===== src/rtl/riscv_defines.sv =====
`default_nettype none
// +------------------------------------------------------------------+
// | riscv_defines : register-bank geometry shared with the bank      |
// | Rev 1.0                                                          |
// +------------------------------------------------------------------+
package riscv_defines;
   localparam int ADDR_WIDTH = 5;
   localparam int WORD_WIDTH = 32;
   localparam int N_OF_REGS  = 2**ADDR_WIDTH;
endpackage
`default_nettype wire


===== src/rtl/rr_arbiter.sv =====
`default_nettype none
// +------------------------------------------------------------------+
// | rr_arbiter : round-robin one-hot grant, pointer moves past winner |
// | Rev 1.0                                                          |
// +------------------------------------------------------------------+
module rr_arbiter #(
   parameter int N = 3
) (
   input  logic                 clk,
   input  logic                 rst,
   input  logic [N-1:0]         req_i,
   input  logic                 advance_i,
   output logic [N-1:0]         grant_o,
   output logic [$clog2(N)-1:0] ptr_o
);
   localparam int PW = $clog2(N);

   logic [PW-1:0] r_ptr;
   logic [PW-1:0] w_gidx;
   logic [PW-1:0] w_idx;

   // Scan from the farthest slot back towards the pointer so the nearest valid wins.
   always_comb begin
      grant_o = '0;
      w_gidx  = '0;
      w_idx   = '0;
      for (int k = N - 1; k >= 0; k--) begin
         w_idx = PW'((int'(r_ptr) + k) % N);
         if (req_i[w_idx]) begin
            grant_o        = '0;
            grant_o[w_idx] = 1'b1;
            w_gidx         = w_idx;
         end
      end
   end

   always_ff @(posedge clk) begin
      if (rst)
         r_ptr <= '0;
      else if (advance_i)
         r_ptr <= (w_gidx == PW'(N - 1)) ? '0 : w_gidx + PW'(1);
   end

   assign ptr_o = r_ptr;
endmodule
`default_nettype wire


===== src/rtl/regfile_wb_arbiter.sv =====
`default_nettype none
// +------------------------------------------------------------------+
// | regfile_wb_arbiter : write-back arbiter + RAW scoreboard in front |
// | of the register bank write port. Option: REGFILE_WB_BYPASS_EN.    |
// | Rev 1.0                                                          |
// +------------------------------------------------------------------+
module regfile_wb_arbiter #(
   parameter int N_REQ      = 3,
   parameter int ADDR_WIDTH = riscv_defines::ADDR_WIDTH,
   parameter int WORD_WIDTH = riscv_defines::WORD_WIDTH,
   parameter int N_OF_REGS  = riscv_defines::N_OF_REGS
) (
   input  logic                        clk,
   input  logic                        rst,
   input  logic [N_REQ-1:0]            req_valid_i,
   input  logic [N_REQ*ADDR_WIDTH-1:0] req_addr_i,
   input  logic [N_REQ*WORD_WIDTH-1:0] req_data_i,
   output logic [N_REQ-1:0]            req_ready_o,
   input  logic                        issue_valid_i,
   input  logic [ADDR_WIDTH-1:0]       issue_addr_i,
`ifdef REGFILE_WB_BYPASS_EN
   input  logic [ADDR_WIDTH-1:0]       rd_addr1_i,
   input  logic [ADDR_WIDTH-1:0]       rd_addr2_i,
   input  logic [WORD_WIDTH-1:0]       rf_data1_i,
   input  logic [WORD_WIDTH-1:0]       rf_data2_i,
   output logic [WORD_WIDTH-1:0]       fwd_data1_o,
   output logic [WORD_WIDTH-1:0]       fwd_data2_o,
`endif
   output logic                        write_en_o,
   output logic [ADDR_WIDTH-1:0]       write_addr_o,
   output logic [WORD_WIDTH-1:0]       write_data_o,
   output logic [N_OF_REGS-1:0]        busy_o
);
   logic [N_REQ-1:0]         w_grant;
   logic [N_REQ-1:0]         w_ready;
   logic                     w_advance;
   logic [$clog2(N_REQ)-1:0] w_rr_ptr_unused;  // pointer kept visible for debug only
   logic [ADDR_WIDTH-1:0]    w_sel_addr;
   logic [WORD_WIDTH-1:0]    w_sel_data;
   logic [N_OF_REGS-1:0]     w_busy_nxt;
   logic                     r_write_en;
   logic [ADDR_WIDTH-1:0]    r_write_addr;
   logic [WORD_WIDTH-1:0]    r_write_data;
   logic [N_OF_REGS-1:0]     r_busy;

   rr_arbiter #(.N(N_REQ)) u_arb (
      .clk       (clk),
      .rst       (rst),
      .req_i     (req_valid_i),
      .advance_i (w_advance),
      .grant_o   (w_grant),
      .ptr_o     (w_rr_ptr_unused)
   );

   assign w_ready     = rst ? '0 : w_grant;
   assign w_advance   = |w_ready;
   assign req_ready_o = w_ready;

   always_comb begin
      w_sel_addr = '0;
      w_sel_data = '0;
      for (int i = 0; i < N_REQ; i++) begin
         if (w_ready[i]) begin
            w_sel_addr = req_addr_i[i*ADDR_WIDTH +: ADDR_WIDTH];
            w_sel_data = req_data_i[i*WORD_WIDTH +: WORD_WIDTH];
         end
      end
   end

   // Address 0 is accepted to free the requester but never reaches the bank.
   always_ff @(posedge clk) begin
      if (rst) begin
         r_write_en   <= 1'b0;
         r_write_addr <= '0;
         r_write_data <= '0;
      end else if (w_advance) begin
         r_write_en   <= (w_sel_addr != '0);
         r_write_addr <= w_sel_addr;
         r_write_data <= w_sel_data;
      end else begin
         r_write_en   <= 1'b0;
      end
   end

   // Set after clear: a newly issued producer outranks the retiring one.
   always_comb begin
      w_busy_nxt = r_busy;
      if (r_write_en)
         w_busy_nxt[r_write_addr] = 1'b0;
      if (issue_valid_i && (issue_addr_i != '0))
         w_busy_nxt[issue_addr_i] = 1'b1;
      w_busy_nxt[0] = 1'b0;
   end

   always_ff @(posedge clk) begin
      if (rst)
         r_busy <= '0;
      else
         r_busy <= w_busy_nxt;
   end

   assign write_en_o   = r_write_en;
   assign write_addr_o = r_write_addr;
   assign write_data_o = r_write_data;
   assign busy_o       = r_busy;

`ifdef REGFILE_WB_BYPASS_EN
   assign fwd_data1_o = (r_write_en && (rd_addr1_i != '0) && (r_write_addr == rd_addr1_i))
                        ? r_write_data : rf_data1_i;
   assign fwd_data2_o = (r_write_en && (rd_addr2_i != '0) && (r_write_addr == rd_addr2_i))
                        ? r_write_data : rf_data2_i;
`endif
endmodule
`default_nettype wire


===== config.mk =====
export PLATFORM = sky130hd
export DESIGN_NAME = regfile_wb_arbiter
export DESIGN_NICKNAME = d
export VERILOG_FILES = /design/src/rtl/riscv_defines.sv /design/src/rtl/rr_arbiter.sv /design/src/rtl/regfile_wb_arbiter.sv
export SDC_FILE = /design/constraint.sdc
export NUM_CORES = 1
export LEC_CHECK = 0
export CORE_AREA = 4 4 98 100
export DETAILED_ROUTE_END_ITERATION = 10
export DIE_AREA = 0 0 102 104
export GPL_TIMING_DRIVEN = 0
export PLACE_DENSITY = 0.88
export SYNTH_ARGS = -nofsm -noshare
export SYNTH_HDL_FRONTEND = slang
export SYNTH_SLANG_ARGS = --single-unit

===== constraint.sdc =====
create_clock -name clk -period 6.62 [get_ports clk]
set_input_delay 0.662 -clock clk [delete_from_list [all_inputs] [get_ports clk]]
set_output_delay 0.662 -clock clk [all_outputs]
set_load 0.1 [all_outputs]

==> results.sh, run 1 <==
export IMPL_run_status="complete, no violations"
export IMPL_bufs_and_invs_on_worst_path=7
export IMPL_main_flop_type_after_synthesis="sky130_fd_sc_hd__dfxtp_1"
export IMPL_grt_pass1_vias=4419
export IMPL_setup_total_negative_slack_ns=0
export IMPL_drt_wl_cell_um=18.1
export IMPL_synth_edff_count=0
export IMPL_buffer_ports_inserted=192
export IMPL_hpwl_after_dpl_um=11000
export IMPL_antenna_diode_count=0
export IMPL_timing_critical_path_max_delay_family="buffers and inverters"
export IMPL_tightestPinTransition_ns=1.02
export IMPL_synth_sequential_area_ratio_pct=39.0
export IMPL_die_height_um=104
export IMPL_critical_path_endpoint_type="primary output"
export IMPL_detailroute_via_count=4460
export IMPL_effective_utilization_at_floorplan_pct=42.0
export IMPL_p_total_uw=2650
export IMPL_cts_resized=0
export IMPL_finClkSkew_ns=0.00780
export IMPL_fp_row_count=34
export IMPL_synth_xor_xnor_area_share_pct=0
export IMPL_postRouteAntennaNets=0
export IMPL_synth_compound_gate_area_share_pct=36.8
export IMPL_synth_distinct_cells=48
export IMPL_finalNetCount=789
export IMPL_timing_final_max_slew_violations=0
export IMPL_syn_nets=586
export IMPL_max_cap_violations=0
export IMPL_post_cts_buffers=0
export IMPL_antenna_found_initial=0
export IMPL_power_leakage_uw=0.00221
export IMPL_core_area_um2=8680
export IMPL_cts_htree_levels=3
export IMPL_grt_max_degree=14
export IMPL_cts_path_max_buffers=2
export IMPL_max_clock_freq_mhz=211
export IMPL_min_path_type="flop to flop"
export IMPL_clock_sinks=71
export IMPL_arr_time_crit_path_ns=4.07
export IMPL_synth_simple_area_share_pct=16.2
export IMPL_dr_pass1_iters=6
export IMPL_critPathMaxStageDelay_ns=1.18
export IMPL_slew_hr_pct=31.9
export IMPL_total_global_routing_overflow=0
export IMPL_layout_cell_share_with_drive_strength_beyond_1_pct=6.13
export IMPL_grt_usage_pct=25.6
export IMPL_dr_drc_count=0
export IMPL_crit_required_ns=5.96
export IMPL_final_hold_viol_count=0
export IMPL_avgViaCountPerCell=5.74
export IMPL_worstPathCellList="clkdlybuf4s50_1 -> nor2b_1 -> o2111ai_1 -> and2_1 -> clkbuf_1 -> or2_2 -> clkbuf_1 -> inv_2 -> buf_2 -> buf_2 -> clkdlybuf4s50_1"
export IMPL_async_flop_share_pct=0
export IMPL_postSynthRegisterBits=71
export IMPL_fill_cells=696
export IMPL_combinational_family_with_the_most_area_after_synthesis="compound AO/OA/AOI/OAI gates"
export IMPL_critical_path_slowest_cell="sky130_fd_sc_hd__clkdlybuf4s50_1"
export IMPL_insertion_delay_ns=0.35
export IMPL_cts_hold_buffers=0
export IMPL_clock_tree_root_cell="sky130_fd_sc_hd__clkbuf_8"
export IMPL_synthesis_instances=461
export IMPL_cts_buffers=9
export IMPL_worst_hold_slack_ns=0.472
export IMPL_pwr_density_cell_nw_per_um2=446
export IMPL_synth_mux_area_share_pct=0.824
export IMPL_worstSetupStartpointType="input pin"
export IMPL_wirelength_um=14000
export IMPL_grt_setup_unrepaired="false"
export IMPL_worstPathMaxFanout=10
export IMPL_gpl_final_weighted_congestion=0.846
export IMPL_final_setup_viol_count=0
export IMPL_post_synth_fa_ha_maj_area_fraction_pct=1.03
export IMPL_count_of_synthesis_stage_warnings_from_yosys=0
export IMPL_syn_area_um2=3640
export IMPL_critPathKind="input pin to primary output"
export IMPL_detailedRoute_firstIterationViolations=245
export IMPL_synthToLayoutAreaGrowth_pct=63.4
export IMPL_final_period_utilization_pct=71.5
export IMPL_cts_tree="built"
export IMPL_timing_final_crit_period_ns=4.74
export IMPL_dpl_cell_area_um2=5700
export IMPL_fp_dieW_um=102
export IMPL_design_area_um2=5950
export IMPL_clkSlewWorstSetupHoldPaths_ns=0.08
export IMPL_floorplan_die_area_um2=10600
export IMPL_grt_pass1_wl_um=21800
export IMPL_irDropWorstVdd_v=0.000290
export IMPL_ioPinCount=195
export IMPL_synth_avg_cell_area_um2=7.90
-- through the flow --
stage	std cells	util, %	setup slack [ns]
after floorplan	461	-	3.33
after global placement	761	65.7	1.94
after detailed placement	761	65.7	1.88
after CTS	777	68.6	1.88
after global routing	777	68.6	1.66
final	777	68.6	1.88
-- kinds of logic (layout without fill, tap and decap cells) --
family / count (synthesis) / after routing
adder cells (fa/ha/maj): 3 / 3
multiplexers: 3 / 3
AO/OA/AOI/OAI: 212 / 212
buffers and inverters: 46 / 254
AND/OR/NAND/NOR: 125 / 125
other: 1 / 1
flip-flops: 71 / 71
-- path summary, 6_finish.rpt --
check                                       from          endpoint  slack, ns  depth (start not counted)
worst max-delay path              req_valid_i[0]    req_ready_o[2]       1.88                         11
worst min register to register  write_data_o[15]  write_data_o[15]       0.47                          1
worst max register to register    u_arb.ptr_o[0]  write_data_o[24]       3.59                         10
worst min-delay path            write_data_o[15]  write_data_o[15]       0.47                          1
-- state kept, by name (all words and copies together), names as in the netlist --
signal and count:
write_en_o 1, write_data_o 32, u_arb.ptr_o 2, busy_o 31, write_addr_o 5
-- final cells by class --
class                      instances  area, um2  share of cell area (%)
sequential                        71       1420                    23.9
clock buffer                      10        138                    2.31
inverter                          10       37.5                   0.631
clock inverter                     6        115                    1.93
timing repair buffer             192       1920                    32.3
tap                              108        135                    2.27
multi-input combinational        344       2000                    33.6
buffer                            36        181                    3.05
-- layout by cell type (no fill, tap or decap), types with 14 or more instances in the layout --
| master | Yosys | layout |
|---|---|---|
| sky130_fd_sc_hd__a21o_1 | 14 | 14 |
| sky130_fd_sc_hd__clkdlybuf4s50_1 | 0 | 192 |
| sky130_fd_sc_hd__a21boi_0 | 19 | 19 |
| sky130_fd_sc_hd__a31oi_1 | 14 | 14 |
| sky130_fd_sc_hd__a21oi_1 | 41 | 41 |
| sky130_fd_sc_hd__o21ai_0 | 56 | 56 |
| sky130_fd_sc_hd__a211oi_1 | 19 | 19 |
| sky130_fd_sc_hd__dfxtp_1 | 71 | 71 |
| sky130_fd_sc_hd__nand2_1 | 63 | 63 |
| sky130_fd_sc_hd__clkbuf_1 | 17 | 17 |
| sky130_fd_sc_hd__o2bb2ai_1 | 17 | 17 |
| sky130_fd_sc_hd__o21ai_1 | 18 | 18 |
| sky130_fd_sc_hd__nor2_1 | 23 | 23 |
-- Yosys cell counts (all sizes together) (5+ instances only) --
| master | count | area (um2) |
|---|---|---|
| nand3 | 6 | 30.0 |
| nor2 | 23 | 86.3 |
| nand2 | 64 | 243 |
| a21o | 14 | 105 |
| a21boi | 19 | 143 |
| clkbuf | 17 | 63.8 |
| buf | 19 | 118 |
| inv | 10 | 37.5 |
| a21oi | 41 | 205 |
| o21ai | 74 | 370 |
| a31oi | 14 | 87.6 |
| a211oi | 21 | 175 |
| o2bb2ai | 17 | 149 |
| and3b | 5 | 43.8 |
| dfxtp | 71 | 1420 |
-- layer usage --
metal / vias up / global-route usage (%) / wire length [um]
met3: 46 / 8.58 / 1650
met1: 2034 / 28.5 / 5040
met5: - / 0 / 0
met4: 0 / 12.0 / 508
li1: 2093 / - / -
met2: 287 / 43.3 / 6840
-- power breakdown --
group	total (uW)	switching, uW	internal (uW)
clock	443	180	263
combinational	1610	1150	460
sequential	601	72.5	528
total	2650	1400	1250
(Power assumes the default switching activity.)
==> run 2, diff against run 1 <==
--- a/config.mk
+++ b/config.mk
@@ -5,11 +5,11 @@
 export SDC_FILE = /design/constraint.sdc
 export NUM_CORES = 1
 export LEC_CHECK = 0
-export CORE_AREA = 4 4 98 100
+export CORE_AREA = 4 4 101 103
 export DETAILED_ROUTE_END_ITERATION = 10
-export DIE_AREA = 0 0 102 104
+export DIE_AREA = 0 0 105 107
 export GPL_TIMING_DRIVEN = 0
-export PLACE_DENSITY = 0.88
+export PLACE_DENSITY = 0.83
 export SYNTH_ARGS = -nofsm -noshare
 export SYNTH_HDL_FRONTEND = slang
 export SYNTH_SLANG_ARGS = --single-unit
==> constraint.sdc (replaced) <==
create_clock -name clk -period 4.4 [get_ports clk]
set_input_delay 0.44 -clock clk [delete_from_list [all_inputs] [get_ports clk]]
set_output_delay 0.44 -clock clk [all_outputs]
set_load 0.1 [all_outputs]
==> results.sh, run 2 (synthesized netlist as in run 1, its figures left out) <==
export IMPL_detailedRoute_firstIterationViolations=173
export IMPL_cts_tree="built"
export IMPL_power_leakage_uw=0.00221
export IMPL_dr_drc_count=0
export IMPL_fill_cells=780
export IMPL_buffer_ports_inserted=192
export IMPL_clock_tree_root_cell="sky130_fd_sc_hd__clkbuf_8"
export IMPL_final_cell_mix="190 x sky130_fd_sc_hd__clkdlybuf4s50_1, 71 x sky130_fd_sc_hd__dfxtp_1, 63 x sky130_fd_sc_hd__nand2_1"
export IMPL_grt_pass1_wl_um=21500
export IMPL_final_setup_viol_count=0
export IMPL_crit_path_start="u_arb.ptr_o[0]"
export IMPL_bufs_and_invs_on_worst_path=7
export IMPL_cts_path_max_buffers=2
export IMPL_antenna_found_initial=0
export IMPL_drt_wl_cell_um=17.8
export IMPL_grt_usage_pct=23.4
export IMPL_finalNetCount=789
export IMPL_cts_htree_levels=3
export IMPL_detailroute_via_count=4317
export IMPL_timing_final_crit_period_ns=4.19
export IMPL_hpwl_after_dpl_um=10900
export IMPL_grt_max_degree=15
export IMPL_cts_buffers=9
export IMPL_min_delay_worst_endpoint="write_data_o[7]"
export IMPL_final_cells=780
export IMPL_run_status="complete, no violations"
export IMPL_dpl_cell_count=764
export IMPL_largest_register_ff_count=32
export IMPL_irDropWorstVdd_v=0.000408
export IMPL_grt_busiest_layer="met2"
export IMPL_dpl_cell_area_um2=5700
export IMPL_clock_sinks=71
export IMPL_design_area_um2=5930
export IMPL_total_global_routing_overflow=0
export IMPL_grt_pass1_vias=4388
export IMPL_core_area_um2=9200
export IMPL_critical_path_endpoint_type="primary output"
export IMPL_insertion_delay_ns=0.35
export IMPL_ioPinCount=195
export IMPL_dr_pass1_iters=5
export IMPL_max_cap_violations=0
export IMPL_critPathMaxStageDelay_ns=0.88
export IMPL_min_path_cells=1
export IMPL_max_clock_freq_mhz=239
export IMPL_final_period_utilization_pct=95.2
export IMPL_setup_total_negative_slack_ns=0
export IMPL_avgViaCountPerCell=5.53
export IMPL_timing_final_max_slew_violations=0
export IMPL_pwr_density_cell_nw_per_um2=662
export IMPL_effective_utilization_at_floorplan_pct=39.6
export IMPL_worstSetupStartpointType="flop"
export IMPL_layout_cell_share_with_drive_strength_beyond_1_pct=6.13
export IMPL_grt_use_met1_pct=25.3
export IMPL_antenna_diode_count=0
export IMPL_die_height_um=107
export IMPL_worstPathMaxFanout=10
export IMPL_fp_dieW_um=105
export IMPL_critPathKind="flop to primary output"
export IMPL_hold_path_startpoint="write_data_o[7]"
export IMPL_post_cts_buffers=0
export IMPL_grt_met2_usage_pct=42.8
export IMPL_reg2reg_to="write_data_o[27]"
export IMPL_synthToLayoutAreaGrowth_pct=62.8
export IMPL_final_core_utilization_pct=64.5
export IMPL_postRouteAntennaNets=0
export IMPL_final_hold_viol_count=0
export IMPL_globalRouteMet3Util_pct=7.28
export IMPL_tightestPinTransition_ns=1.00
export IMPL_critical_path_slowest_cell="sky130_fd_sc_hd__dlygate4sd2_1"
export IMPL_timing_rr_start="u_arb.ptr_o[0]"
export IMPL_worstRegToRegCells=10
export IMPL_min_path_type="flop to flop"
export IMPL_clkSlewWorstSetupHoldPaths_ns=0.09
export IMPL_wirelength_um=13900
export IMPL_fp_row_count=35
export IMPL_finClkSkew_ns=0.00714
export IMPL_timing_critical_path_max_delay_family="buffers and inverters"
export IMPL_arr_time_crit_path_ns=3.75
export IMPL_grt_setup_unrepaired="false"
export IMPL_worstPathCellList="inv_1 -> ha_1 -> nor2b_1 -> o2111ai_1 -> and2_1 -> clkbuf_1 -> or2_2 -> clkbuf_1 -> inv_2 -> buf_2 -> buf_2 -> dlygate4sd2_1"
export IMPL_reg2reg_setup_slack_ns=1.41
export IMPL_gpl_final_weighted_congestion=0.877
export IMPL_final_common_cell="sky130_fd_sc_hd__clkdlybuf4s50_1"
export IMPL_slew_hr_pct=32.8
export IMPL_crit_required_ns=3.96
export IMPL_floorplan_die_area_um2=11200
-- run 2: cell count changes in the layout (fill, tap and decap cells not counted) --
| cell | delta |
|---|---|
| sky130_fd_sc_hd__clkdlybuf4s50_1 | -2 |
| sky130_fd_sc_hd__bufinv_16 | -1 |
| sky130_fd_sc_hd__dlygate4sd2_1 | +2 |
| sky130_fd_sc_hd__clkbuf_8 | -1 |
| sky130_fd_sc_hd__clkinv_4 | +2 |
| sky130_fd_sc_hd__inv_6 | -1 |
| sky130_fd_sc_hd__inv_8 | +1 |
-- run 2: repair_timing --
item | CTS | global route
resized for setup | 2 | 0
endpoints found under the setup margin | 2 | 0
hold buffers | 0 | 0
-- run 2: how the worst max path moves through the flow --
stage / endpoint / cells after the start
finish: req_ready_o[2] / 12
global route: req_ready_o[2] / 12
CTS: req_ready_o[1] / 9
detailed placement: req_ready_o[2] / 11
global placement: req_ready_o[2] / 11
floorplan: req_ready_o[1] / 8
-- run 2: per-stage QoR --
stage	hold WS (ns)	worst slack, ns	total power [uW]
floorplan	0.471	1.33	2680
global placement	0.446	0.175	3270
detailed placement	0.447	0.118	3320
CTS	0.471	0.219	3920
global route	0.482	0.0222	4090
finish	0.468	0.213	3920
-- run 2: area by class of cell --
cell class                      instances  area (um2)  share of cell area (%)
Tap cell                              111         139                    2.34
Multi-Input combinational cell        344        2000                    33.8
Inverter                               10        37.5                   0.633
Sequential cell                        71        1420                    24.0
Clock inverter                          7         105                    1.77
Timing Repair Buffer                  192        1920                    32.4
Buffer                                 36         181                    3.06
Clock buffer                            9         124                    2.09
-- run 2: report_power, final --
group | switching, uW | internal (uW)
combinational | 1720 | 688
clock | 281 | 327
sequential | 108 | 794
total | 2110 | 1810
-- run 2: routing by layer --
layer	wire length (um)	share of wire, %	vias up
met1	5430	39	2017
met4	297	2.1	0
met5	0	0	-
met2	6990	50	195
li1	-	-	2081
met3	1190	8.5	24
==> run 3, diff against run 2 <==
--- a/config.mk
+++ b/config.mk
@@ -9,6 +9,7 @@
 export DETAILED_ROUTE_END_ITERATION = 10
 export DIE_AREA = 0 0 105 107
 export GPL_TIMING_DRIVEN = 0
+export MAX_ROUTING_LAYER = met4
 export PLACE_DENSITY = 0.83
 export SYNTH_ARGS = -nofsm -noshare
 export SYNTH_HDL_FRONTEND = slang
==> results.sh, run 3 (synthesized netlist as in run 1, its figures left out) <==
export IMPL_wl_met3_um=1030
export IMPL_dr_drc_count=0
export IMPL_min_path_type="flop to flop"
export IMPL_final_setup_viol_count=0
export IMPL_dr_pass1_iters=5
export IMPL_cts_resized=2
export IMPL_core_area_um2=9200
export IMPL_arr_time_crit_path_ns=3.74
export IMPL_dpl_cell_count=764
export IMPL_synthToLayoutAreaGrowth_pct=62.8
export IMPL_layout_area_seq_um2=1420
export IMPL_cts_buffers=9
export IMPL_drt_wl_cell_um=17.8
export IMPL_place_ws_ns=0.118
export IMPL_grt_usage_pct=24.1
export IMPL_cts_tree="built"
export IMPL_cts_htree_levels=3
export IMPL_gpl_final_weighted_congestion=0.892
export IMPL_clkSlewWorstSetupHoldPaths_ns=0.09
export IMPL_cts_hold_buffers=0
export IMPL_ioPinCount=195
export IMPL_hpwl_after_dpl_um=10900
export IMPL_timing_final_crit_period_ns=4.18
export IMPL_floorplan_die_area_um2=11200
export IMPL_irDropWorstVdd_v=0.000407
export IMPL_clock_tree_root_cell="sky130_fd_sc_hd__clkbuf_8"
export IMPL_setup_total_negative_slack_ns=0
export IMPL_final_hold_viol_count=0
export IMPL_slew_hr_pct=31.7
export IMPL_total_global_routing_overflow=0
export IMPL_antenna_found_initial=0
export IMPL_setup_slack_ns=0.217
export IMPL_fp_row_count=35
export IMPL_crit_required_ns=3.96
export IMPL_finClkSkew_ns=0.00690
export IMPL_run_status="complete, no violations"
export IMPL_wl_met2_um=6980
export IMPL_grt_setup_unrepaired="false"
export IMPL_multi_input_area_um2=2000
export IMPL_timing_final_max_slew_violations=0
export IMPL_postRouteAntennaNets=0
export IMPL_power_leakage_uw=0.00221
export IMPL_routed_length_on_met1_um=5550
export IMPL_final_cell_mix="190 x sky130_fd_sc_hd__clkdlybuf4s50_1, 71 x sky130_fd_sc_hd__dfxtp_1, 63 x sky130_fd_sc_hd__nand2_1"
export IMPL_critPathKind="flop to primary output"
export IMPL_detailroute_via_count=4328
export IMPL_clock_sinks=71
export IMPL_tightestPinTransition_ns=1.02
export IMPL_buffer_ports_inserted=192
export IMPL_detailedRoute_firstIterationViolations=189
export IMPL_final_common_cell="sky130_fd_sc_hd__clkdlybuf4s50_1"
export IMPL_final_period_utilization_pct=95.1
export IMPL_insertion_delay_ns=0.35
export IMPL_layout_cell_share_with_drive_strength_beyond_1_pct=6.13
export IMPL_final_cells=780
export IMPL_critical_path_endpoint_type="primary output"
export IMPL_grt_pass1_wl_um=21500
export IMPL_grt_max_degree=15
export IMPL_max_cap_violations=0
export IMPL_fp_dieW_um=105
export IMPL_largest_register_ff_count=32
export IMPL_cts_path_max_buffers=2
export IMPL_post_cts_buffers=0
export IMPL_antenna_diode_count=0
export IMPL_fill_cells=780
export IMPL_max_clock_freq_mhz=239
export IMPL_top_signal_layer_used="met4"
export IMPL_worstPathMaxFanout=10
export IMPL_wirelength_um=13900
export IMPL_grt_pass1_vias=4407
export IMPL_pwr_density_cell_nw_per_um2=662
export IMPL_die_height_um=107
export IMPL_avgViaCountPerCell=5.55
export IMPL_effective_utilization_at_floorplan_pct=39.6
export IMPL_worstSetupStartpointType="flop"
export IMPL_finalNetCount=789
## run 3: cell counts in the layout (fill, tap and decap cells not counted)
Identical to the previous run, type by type.
## run 3: per-layer routing
metal	GRT usage [%]	vias up
li1	-	2083
met1	26.5	2044
met2	42.8	175
met3	5.42	26
met4	8.90	0
met5	-	-
## run 3: critical path, stage by stage, from the launching register on
cell and delay, ns:
sky130_fd_sc_hd__dfxtp_1 0.36, sky130_fd_sc_hd__inv_1 0.08, sky130_fd_sc_hd__ha_1 0.34, sky130_fd_sc_hd__nor2b_1 0.17, sky130_fd_sc_hd__o2111ai_1 0.11, sky130_fd_sc_hd__and2_1 0.16
sky130_fd_sc_hd__clkbuf_1 0.19, sky130_fd_sc_hd__or2_2 0.32, sky130_fd_sc_hd__clkbuf_1 0.17, sky130_fd_sc_hd__inv_2 0.13, sky130_fd_sc_hd__buf_2 0.22, sky130_fd_sc_hd__buf_2 0.25
sky130_fd_sc_hd__dlygate4sd2_1 0.88
## run 3: through the flow
stage               hold WS [ns]  total power (uW)  instance area, um2  util, %
finish                     0.467              3920                5930     64.5
global route               0.482              4090                5930     64.5
CTS                        0.471              3920                5930     64.5
detailed placement         0.447              3320                5700     62.0
global placement           0.446              3270                5700     62.0
floorplan                  0.471              2680                3640        -
## run 3: worst paths after layout
check	start	end	slack (ns)	cells past startpoint
worst max-delay path	u_arb.ptr_o[0]	req_ready_o[2]	0.22	12
worst min-delay path	write_data_o[7]	write_data_o[7]	0.47	1
worst max register to register	u_arb.ptr_o[0]	write_data_o[27]	1.41	10
worst min register to register	write_data_o[7]	write_data_o[7]	0.47	1
## run 3: layout make-up
type	count	share of cell area, %
repair buffers	192	32.4
inverters	10	0.633
multi-input cells	344	33.8
flip-flops and latches	71	24.0
clock inverters	7	1.77
clock buffers	9	2.09
plain buffers	36	3.06
well taps	111	2.34
## run 3: where the power goes
group          internal [uW]  switching, uW  total [uW]
Sequential               794            109         903
Combinational            688           1720        2410
Clock                    327            281         608
